[src/rtl/seg_display_ctrl.sv]
// Multiplexed seven-segment hex display controller for 32-bit debug channels.
// Features: frame snapshots, auto-rotate, freeze, leading-zero blanking and en gating.
module seg_display_ctrl #(
  parameter int DIGITS   = 8,
  parameter int NCH      = 4,
  parameter int SELW     = 2,
  parameter int SCAN_DIV = 100000,
  parameter int ROT_DIV  = 50000000
) (
  input  logic                clk,
  input  logic                rst,
  input  logic                en,
  input  logic [NCH*32-1:0]   ch_data,
  input  logic [SELW-1:0]     ch_sel,
  input  logic                auto_mode,
  input  logic                freeze,
  input  logic                blank_lz,
  output logic [7:0]          o_seg,
  output logic [DIGITS-1:0]   o_sel,
  output logic [SELW-1:0]     cur_ch
);

  localparam int SCW  = (SCAN_DIV > 1) ? $clog2(SCAN_DIV) : 1;
  localparam int RTW  = (ROT_DIV > 1) ? $clog2(ROT_DIV) : 1;
  localparam int IDXW = (DIGITS > 1) ? $clog2(DIGITS) : 1;

  localparam logic [SCW-1:0]  SCAN_LAST  = SCW'(SCAN_DIV - 1);
  localparam logic [RTW-1:0]  ROT_LAST   = RTW'(ROT_DIV - 1);
  localparam logic [IDXW-1:0] IDX_LAST   = IDXW'(DIGITS - 1);
  localparam logic [SELW-1:0] CH_LAST    = SELW'(NCH - 1);
  localparam logic [31:0]     DIGIT_MASK = 32'hFFFF_FFFF >> (32 - 4 * DIGITS);

  // Hex nibble to active-low g..a segment pattern.
  function automatic logic [6:0] hex_to_seg(input logic [3:0] nib);
    logic [6:0] seg;
    case (nib)
      4'h0:    seg = 7'h40;
      4'h1:    seg = 7'h79;
      4'h2:    seg = 7'h24;
      4'h3:    seg = 7'h30;
      4'h4:    seg = 7'h19;
      4'h5:    seg = 7'h12;
      4'h6:    seg = 7'h02;
      4'h7:    seg = 7'h78;
      4'h8:    seg = 7'h00;
      4'h9:    seg = 7'h10;
      4'hA:    seg = 7'h08;
      4'hB:    seg = 7'h03;
      4'hC:    seg = 7'h46;
      4'hD:    seg = 7'h21;
      4'hE:    seg = 7'h06;
      4'hF:    seg = 7'h0E;
      default: seg = 7'h7F;
    endcase
    return seg;
  endfunction

  // Out-of-range manual selects land on the highest real channel.
  function automatic logic [SELW-1:0] clamp_sel(input logic [SELW-1:0] sel);
    logic [SELW-1:0] res;
    if (32'(sel) >= 32'(NCH)) begin
      res = CH_LAST;
    end else begin
      res = sel;
    end
    return res;
  endfunction

  logic [SCW-1:0]  scan_cnt_r;
  logic [RTW-1:0]  rot_cnt_r;
  logic [IDXW-1:0] idx_r;
  logic [31:0]     snap_r;
  logic [SELW-1:0] cur_ch_r;

  logic            scan_wrap_s;
  logic            frame_wrap_s;
  logic            rot_wrap_s;
  logic [31:0]     sel_data_s;
  logic [3:0]      cur_nib_s;
  logic            upper_zero_s;
  logic [7:0]      seg_s;
  logic [DIGITS-1:0] sel_s;

  assign cur_ch = cur_ch_r;

  // Terminal-count decodes for the scan and rotate dividers.
  always_comb begin
    scan_wrap_s  = (scan_cnt_r == SCAN_LAST);
    frame_wrap_s = scan_wrap_s && (idx_r == IDX_LAST);
    rot_wrap_s   = (rot_cnt_r == ROT_LAST);
  end

  // Channel mux feeding the snapshot register.
  always_comb begin
    sel_data_s = 32'h0000_0000;
    for (int c = 0; c < NCH; c++) begin
      if (cur_ch_r == SELW'(c)) begin
        sel_data_s = ch_data[32*c +: 32];
      end else begin
        sel_data_s = sel_data_s;
      end
    end
  end

  // Current digit nibble and whether it and every higher shown nibble are zero.
  always_comb begin
    cur_nib_s    = 4'h0;
    upper_zero_s = 1'b0;
    for (int d = 0; d < DIGITS; d++) begin
      if (idx_r == IDXW'(d)) begin
        cur_nib_s    = snap_r[4*d +: 4];
        upper_zero_s = (((snap_r & DIGIT_MASK) >> (4 * d)) == 32'h0000_0000);
      end else begin
        cur_nib_s    = cur_nib_s;
        upper_zero_s = upper_zero_s;
      end
    end
  end

  // Segment pattern and digit enable for the digit being scanned.
  always_comb begin
    seg_s = 8'hFF;
    sel_s = ~(DIGITS'(1) << idx_r);
    if (blank_lz && (idx_r != IDXW'(0)) && upper_zero_s) begin
      seg_s = 8'hFF;
    end else begin
      seg_s = {~(auto_mode && (idx_r == IDXW'(0))), hex_to_seg(cur_nib_s)};
    end
  end

  // Scan divider, digit index and frame snapshot.
  always_ff @(posedge clk or negedge rst) begin
    if (!rst) begin
      scan_cnt_r <= '0;
      idx_r      <= '0;
      snap_r     <= 32'h0000_0000;
    end else if (en) begin
      if (scan_wrap_s) begin
        scan_cnt_r <= '0;
        if (idx_r == IDX_LAST) begin
          idx_r <= '0;
        end else begin
          idx_r <= idx_r + IDXW'(1);
        end
      end else begin
        scan_cnt_r <= scan_cnt_r + SCW'(1);
      end
      if (frame_wrap_s && !freeze) begin
        snap_r <= sel_data_s;
      end
    end
  end

  // Channel selection: manual tracking or timed rotation.
  always_ff @(posedge clk or negedge rst) begin
    if (!rst) begin
      rot_cnt_r <= '0;
      cur_ch_r  <= '0;
    end else if (en) begin
      if (auto_mode) begin
        if (rot_wrap_s) begin
          rot_cnt_r <= '0;
          if (cur_ch_r >= CH_LAST) begin
            cur_ch_r <= '0;
          end else begin
            cur_ch_r <= cur_ch_r + SELW'(1);
          end
        end else begin
          rot_cnt_r <= rot_cnt_r + RTW'(1);
        end
      end else begin
        // Held at zero so a switch into auto starts a full period from cur_ch.
        rot_cnt_r <= '0;
        cur_ch_r  <= clamp_sel(ch_sel);
      end
    end
  end

  // Registered display pins; blank whenever disabled.
  always_ff @(posedge clk or negedge rst) begin
    if (!rst) begin
      o_seg <= 8'hFF;
      o_sel <= {DIGITS{1'b1}};
    end else if (en) begin
      o_seg <= seg_s;
      o_sel <= sel_s;
    end else begin
      o_seg <= 8'hFF;
      o_sel <= {DIGITS{1'b1}};
    end
  end

endmodule
[config.mk]
export PLATFORM = sky130hd
export DESIGN_NAME = seg_display_ctrl
export DESIGN_NICKNAME = d
export VERILOG_FILES = /design/src/rtl/seg_display_ctrl.sv
export SDC_FILE = /design/constraint.sdc
export NUM_CORES = 1
export LEC_CHECK = 0
export CAP_MARGIN = 20
export CORE_UTILIZATION = 30
export CTS_CLUSTER_SIZE = 28
export DETAILED_ROUTE_END_ITERATION = 8
export SYNTH_ARGS = -nofsm -noshare
export SYNTH_HDL_FRONTEND = slang
export SYNTH_SLANG_ARGS = --single-unit
[constraint.sdc]
create_clock -name clk -period 8.4 [get_ports clk]
set_clock_uncertainty 0.05 [all_clocks]
set_input_delay 1.68 -clock clk [delete_from_list [all_inputs] [get_ports clk]]
set_output_delay 1.68 -clock clk [all_outputs]
set_load 0.005 [all_outputs]
---- Word-level counts from Yosys, hierarchy flattened ----
Memories as Yosys holds them, arrays and structs flattened.
Cells that the tools add are included.
storage, ports and cells
  logic and storage cells ................. 79
  memories ................................ 1
  input bits .............................. 136
  output and inout port bits .............. 18
  register bits after elaboration ......... 96
  bits in read-only memories .............. 112
memories
  memory           depth  width  read ports  clocked after Yosys merged registers in  wr ports  line  RTL
  (no name shown)  16     7      1           0                                        0         36    case (nib)
operators by class
  $lt $le $gt $ge ......................... 1
  $add $sub $neg .......................... 4
  shift operators ......................... 1
  muxes and demuxes ....................... 30
  equal/unequal tests ..................... 13
  bitwise logic cells ..................... 2
  reduce and logical (&&, ||, !) cells .... 20
operators by type and width
  cell                                                               number
  32-bit zero test                                                   8
  32-bit two-way mux                                                 4
  26-bit two-way mux                                                 2
  4-bit two-way mux                                                  8
  26-bit by 1-bit adder with 26-bit output, second input constant    1
  26-bit == test, second input constant                              1
  8-bit two-way mux                                                  3
  17-bit by 1-bit adder with 17-bit output, second input constant    1
  17-bit == test, second input constant                              1
  17-bit two-way mux                                                 1
  3-bit == test, second input constant                               4
  1-bit two-way mux                                                  8
  8-bit inverter                                                     1
  1-bit by 3-bit << shifter with 8-bit output, first input constant  1
  3-bit by 2-bit == test with 1-bit output, second input constant    2
  2-bit two-way mux                                                  3
  2-bit AND reduction                                                3
  1-bit logical AND                                                  5
  2-bit == test, second input constant                               2
  3-bit by 1-bit adder with 3-bit output, second input constant      1
  3-bit by 1-bit == test with 1-bit output, second input constant    1
  3-bit zero test                                                    1
  3-bit two-way mux                                                  1
  3-bit nonzero test                                                 1
  other kinds (7)                                                    7

---- Depth between registers and ports, before layout ----
Gate-level depths: netlist of the first run.
  depth after elaboration ................. 12
  depth in mapped cells ................... 13
  mapped depth without buffers ............ 11

---- Worst setup path after synthesis of the first run ----
No wires, ideal clock.
  path kind ............................... input to register
  start point ............................. input en
  end point ............................... register rot_cnt_r[25]
  path slack .............................. 5.183 ns
  arrival time ............................ 3.035 ns
  path buffers ............................ 2
  required time ........................... 8.218 ns
  stages .................................. 7
  cells stage by stage .................... clkbuf_1 -> nand4_1 -> or3_1 -> clkbuf_1 -> nor4_1 -> xnor2_1 -> nor2_1
RTL lines
  item                  line  RTL
  from (decl)           12    input logic en,
  to (signal assigned)  169   rot_cnt_r <= rot_cnt_r + RTW'(1);
  to (decl)             70    logic [RTW-1:0] rot_cnt_r;

==> results of run 1 <==
-- power by group through the flow --
stage / logic [mW] / clock network, mW / registers [mW]
2_1_floorplan: 0.185 / 0 / 0.508
3_3_place_gp: 0.314 / 0 / 0.512
3_5_place_dp: 0.316 / 0 / 0.513
4_1_cts: 0.318 / 0.498 / 0.504
5_1_grt: 0.360 / 0.518 / 0.507
6_report: 0.319 / 0.487 / 0.504
-- logic make-up after synthesis --
group	count (synthesis)	share of synthesized area, %
buffers and inverters	69	4.653
AOI/OAI and AO/OA	196	18.19
DFF	96	40.95
xor gates and xnor gates	32	4.738
muxes	8	1.375
and+or+nand+nor	320	26.50
adders and majority gates	17	3.596
-- worst max-delay path: stages --
cell and delay (ns):
clkdlybuf4s50_1 0.45, buf_4 0.26, nand4_1 0.26, or3_1 0.53, nor4_1 0.29, xnor2_1 0.16, nor2_1 0.06
-- layout make-up --
cell class,count,share of cell area [%]
Clock buffer,12,3.328
Clock inverter,4,1.234
Inverter,21,0.9842
Multi-Input combinational cell,573,40.24
Sequential cell,96,30.25
Tap cell,260,4.062
Timing Repair Buffer,160,19.90
-- synthesized netlist by cell type, drive strengths merged (2+ instances only) --
master  count
xor2       10
dfstp      16
and4b       2
nor4       12
dfrtp      80
nand2      93
nor4bb      2
ha         17
o221ai      3
xnor2      22
a221oi      4
nand3      24
nand3b     38
o21ai      29
inv        20
nor3       15
or3         7
nand4      11
o22ai       3
o211ai      2
a21o        7
and4        2
nor2       97
clkbuf     34
a21oi     135
o31ai       6
or2         2
buf        14
nand2b      4
mux2i       7
and3        4
or4         2
-- through the flow --
step | total power, mW | setup slack, ns
6_report | 1.311 | 4.844
2_1_floorplan | 0.6931 | 5.183
3_3_place_gp | 0.8258 | 4.517
5_1_grt | 1.385 | 4.692
4_1_cts | 1.320 | 4.832
3_5_place_dp | 0.8289 | 4.474
-- path summary, 6_finish.rpt --
| kind | end | slack [ns] | start |
|---|---|---|---|
| setup reg to reg | o_seg[0] | 4.93 | idx_r[2] |
| setup / recovery | rot_cnt_r[25] | 4.84 | en |
| max in group asynchronous | snap_r[30] | 5.94 | rst |
| hold reg to reg | scan_cnt_r[8] | 0.45 | scan_cnt_r[8] |
| hold / removal | scan_cnt_r[8] | 0.45 | scan_cnt_r[8] |
| min in group asynchronous | scan_cnt_r[7] | 1.24 | rst |
-- metal layers --
metal  vias to the layer above  GRT usage (%)  share of wire (%)
met5                         -              0                  0
met4                         0          5.603                1.8
met3                        21          3.062                4.9
met2                       131          26.37                 46
met1                      2539          22.83                 48
li1                       2818              -                  -
-- sequential cells by signal, summed over array words and instances, names as in the netlist --
signal and flops:
snap_r 32, rot_cnt_r 26, scan_cnt_r 17, o_seg 8, o_sel 8, idx_r 3
cur_ch 2
==> impl_metrics.csv, run 1 <==
group,metric,value,unit
sta,finalCritPeriodShare,42.33,%
outcome,status,"finished, final reports clean",
sta,tightest_slew,0.9342,ns
floorplanning,die_w,142.4,µm
sta,min_period,3.556,ns
setup_path,worst_ep_required_time,8.55,ns
hold_path,holdPathStages,1,
synth,ys.flop_type,"dfrtp_1",
final_layout,diodes,0,
placement,dp_hpwl,11880,µm
floorplanning,die_h,142.4,µm
cts,cts-htree-levels,3,
final_layout,final_cell_mix,"clkdlybuf4s50_1, a21oi_1, nor2_1",
setup_path,cp_max_fo,26,
pwr,peakVddDrop,0.07786,mV
synth,synth_cells,738,
sta,setup_tns,0,ns
synth,synth_area_leader_cell,"dfrtp_1",
floorplanning,core.rowCount,50,
final_layout,final-seq-area,2422,µm²
grt,grt_antenna_before_repair,0,
cts,post_cts_buffers,0,
cts,cts_made_buffers,9,
pwr,power.share.switching,27.57,%
cts,tritoncts,"built",
detailed_routing,num_vias,5509,
grt,grt-ovfl-total,0,
setup_path,crit_type,"primary input to flip-flop",
pwr,power_frac_comb,24.4,%
cts,cts.sinks,96,
synth,synth-seq-cells,96,
cts,clk_latency,0.35,ns
detailed_routing,wl_per_cell,14.14,µm
synth,async_reset_ff_share,100.0,%
setup_path,rr_worst_depth,10,
pwr,p_int,0.9493,mW
final_layout,mostFrequentLayoutCell,"clkdlybuf4s50_1",
synth,synth.net_count,891,
detailed_routing,totalWireLength,15930,µm
grt,grt_max_degree,65,
setup_path,cp.arrival,3.70,ns
synth,ys_warn_count,0,
job,cap_viol_max_count,0,
final_layout,multiInputGateArea,3223,µm²
floorplanning,core,19020,µm²
cts,clock-root-buffer,"clkbuf_16",
sta,hold_viol,0,
sta,maxSlewViolCount,0,
final_layout,drive_gt1_share,5.427,%
sta,relSlewSlack,37.72,%
sta,setup-violations-final,0,
sta,rsz0062_at_grt,"false",
setup_path,end_kind,"flip-flop",
final_layout,fin_nets,1014,
grt,grt_first_pass_wirelength,27030,µm
placement,io_buffers,153,
final_layout,area.growth.synth_to_final,35.38,%
final_layout,postLayoutCellArea,8009,µm²
placement,gp_congestion,0.8418,
detailed_routing,drc,0,
floorplanning,pin_count,154,
synth,syn_area,5916,µm²
cts,ctsResizeCount,0,
sta,worst_hold_slack,0.4505,ns
hold_path,hold_path_class,"flip-flop to flip-flop",
detailed_routing,drtPass1Iterations,4,
detailed_routing,drtIter0Drc,374,
floorplanning,start_util,31.11,%
grt,grt_pass1_vias,5423,
detailed_routing,vias_per_cell,4.893,
pwr,leakage,3.211,nW
synth,ys_types,49,
placement,placed_cell_area,7624,µm²
cts,path_clk_slew,0.07,ns
synth,synth-edff-count,0,
synth,synthTopCellsByArea,"dfrtp_1, a21oi_1, dfstp_2",
floorplanning,dieArea,20280,µm²
final_layout,fin_util,42.11,%
cts,ctsLongestPathBuffers,2,
cts,hold_buffers,0,
synth,synth-seq-area-share,40.95,%
pwr,seqPwrFrac,38.5,%
final_layout,instances_no_fill,1126,
final_layout,fill_cells,1961,
grt,grtUsageTotal,16.68,%
pwr,clkPwrFrac,37.2,%
synth,synth_top_area_share,33.84,%
synth,syn-mean-instance-area,8.016,µm²
pwr,switchingPower,0.3613,mW
sta,max_freq,281.3,MHz
detailed_routing,detail-route-antenna-nets,0,
setup_path,critPathLaunchType,"primary input",
placement,place_inst,1109,
pwr,powerDensity,163.6,nW/µm²
(Power assumes the default switching activity.)
==> run 2: changes to the inputs <==
==> constraint.sdc (replaced) <==
create_clock -name clk -period 3.1 [get_ports clk]
set_clock_uncertainty 0.05 [all_clocks]
set_input_delay 0.62 -clock clk [delete_from_list [all_inputs] [get_ports clk]]
set_output_delay 0.62 -clock clk [all_outputs]
set_load 0.005 [all_outputs]
==> run 2 against run 1 <==
Compared with the run above: clock-buffer cell count is the same; total power grew to 2.5 times the previous value; first-iteration DRC count shrank 2.9%; combinational power grew to 2.7 times the previous value; global-route usage grew 0.12 points; worst hold slack lost 0.34 ns; critical path type is now flip-flop to flip-flop; largest power group unchanged; highest routed layer unchanged.
==> impl_metrics.csv, run 2 (synthesized netlist as in run 1, its figures left out) <==
group,metric,value,unit
sta,max_freq,368.6,MHz
final_layout,final_cell_mix,"clkdlybuf4s50_1, a21oi_1, nor2_1",
cts,cts_made_buffers,9,
sta,tightest_slew,0.5997,ns
final_layout,fill_cells,1929,
final_layout,regMostFlops,"snap_r",
cts,tritoncts,"built",
sta,worst_hold_slack,0.1078,ns
final_layout,mostFrequentLayoutCell,"clkdlybuf4s50_1",
setup_path,cp_num_buf_inv,2,
cts,hold_buffers,0,
setup_path,cp_max_fo,18,
setup_path,cp.arrival,2.92,ns
sta,maxSlewViolCount,0,
setup_path,path_cells,"inv_1 > ha_2 > nand2_1 > o31ai_1 > a21o_1 > inv_1 > ha_1 > a21oi_1 > nor3_1 > or3_1",
floorplanning,dieArea,20280,µm²
floorplanning,pin_count,154,
detailed_routing,drtPass1Iterations,5,
setup_path,crit_path_top_delay_cell,"dfrtp_1",
setup_path,cp_top_family,"compound AO/OA/AOI/OAI gates",
cts,clk_latency,0.35,ns
cts,clock-root-buffer,"clkbuf_16",
final_layout,reg_top3,"snap_r: 32 flops, rot_cnt_r: 26 flops, scan_cnt_r: 17 flops",
setup_path,crit_type,"flip-flop to flip-flop",
cts,path_clk_slew,0.06,ns
floorplanning,core,19020,µm²
placement,place_inst,1122,
setup_path,worst_ep_required_time,3.31,ns
detailed_routing,totalWireLength,16100,µm
floorplanning,start_util,31.11,%
pwr,peakVddDrop,0.2365,mV
final_layout,final-seq-area,2422,µm²
setup_path,cp-startpoint,"idx_r[0]",
detailed_routing,wl_per_cell,14.16,µm
final_layout,multiInputGateArea,3226,µm²
job,cap_viol_max_count,0,
placement,io_buffers,153,
detailed_routing,detail-route-antenna-nets,0,
pwr,leakage,3.240,nW
floorplanning,die_h,142.4,µm
cts,post_cts_buffers,0,
placement,dp_hpwl,12130,µm
final_layout,largest_register_ffs,32,
final_layout,fin_nets,1026,
placement,dp_slack,0.2705,ns
final_layout,drive_gt1_share,6.499,%
setup_path,crit_top_cell,"inv_1",
cts,cts-htree-levels,3,
floorplanning,die_w,142.4,µm
sta,relSlewSlack,60.02,%
sta,fin_ws,0.3869,ns
detailed_routing,drtIter0Drc,363,
floorplanning,core.rowCount,50,
sta,hold_viol,0,
cts,ctsLongestPathBuffers,2,
detailed_routing,vias_per_cell,4.888,
final_layout,area.growth.synth_to_final,36.10,%
grt,grtUsageTotal,16.81,%
sta,setup_tns,0,ns
final_layout,instances_no_fill,1137,
grt,grt_pass1_vias,5392,
setup_path,slowest_delay,0.41,ns
setup_path,critPathLaunchType,"flip-flop",
detailed_routing,drc,0,
outcome,status,"finished, final reports clean",
grt,grt_antenna_before_repair,0,
sta,rsz0062_at_grt,"false",
sta,setup-violations-final,0,
setup_path,rr_startpoint,"idx_r[0]",
grt,grt_max_degree,65,
pwr,powerDensity,412.1,nW/µm²
sta,min_period,2.713,ns
cts,cts.sinks,96,
cts,ctsResizeCount,0,
final_layout,diodes,0,
final_layout,fin_util,42.34,%
grt,grt_first_pass_wirelength,27360,µm
sta,finalCritPeriodShare,87.52,%
setup_path,end_kind,"flip-flop",
grt,grt-ovfl-total,0,
hold_path,hold_path_class,"primary input to async pin",
detailed_routing,num_vias,5558,
placement,gp_congestion,0.9197,
run 2: cell count changes in the layout (fill, tap and decap cells not counted):
cell,delta
bufinv_16,-2
ha_1,-1
buf_4,+10
inv_6,+1
clkinv_2,+1
clkbuf_1,+2
buf_12,+2
clkinv_4,-1
ha_2,+1
clkbuf_8,-2
run 2: worst paths after layout:
| check | endpoint | cells after the start | slack [ns] |
|---|---|---|---|
| worst max register to register | o_seg[0] | 10 | 0.39 |
| worst max-delay path | o_seg[0] | 10 | 0.39 |
| worst min-delay path | scan_cnt_r[16] | 1 | 0.11 |
| min in group clk | scan_cnt_r[4] | 1 | 0.45 |
| max in group asynchronous | o_seg[7] | 2 | 2.18 |
| worst min register to register | scan_cnt_r[4] | 1 | 0.45 |
run 2: worst reg2reg max path: stages, from the launching register on:
cell	delay, ns
dfrtp_1	0.41
inv_1	0.12
ha_2	0.40
nand2_1	0.17
o31ai_1	0.32
a21o_1	0.23
inv_1	0.11
ha_1	0.23
a21oi_1	0.19
nor3_1	0.08
or3_1	0.33
run 2: power by group:
| group | total, mW | internal [mW] | switching, mW |
|---|---|---|---|
| clock | 1.10 | 0.645 | 0.455 |
| sequential | 1.37 | 1.31 | 0.0549 |
| combinational | 0.852 | 0.404 | 0.448 |
run 2: area by class of cell:
cell class / count / share of cell area, %
clock buffers: 12 / 3.061
multi-input cells: 573 / 40.06
flip-flops and latches: 96 / 30.09
clock inverters: 3 / 0.5439
repair buffers: 172 / 21.23
well taps: 260 / 4.040
inverters: 21 / 0.9790
run 2: metrics by stage:
stage / power (mW) / cell area, µm²
final: 3.318 / 8051
after global routing: 3.522 / 8051
after CTS: 3.363 / 8049
after detailed placement: 2.248 / 7759
after global placement: 2.243 / 7759
after floorplan: 1.878 / 5916
run 2: metal layers:
| layer | track usage, % | vias up | part of all wire [%] |
|---|---|---|---|
| li1 | - | 2853 | - |
| met1 | 23.65 | 2532 | 48 |
| met2 | 25.54 | 154 | 45 |
| met3 | 2.826 | 19 | 4.9 |
| met4 | 6.565 | 0 | 2.1 |
| met5 | 0 | - | 0 |
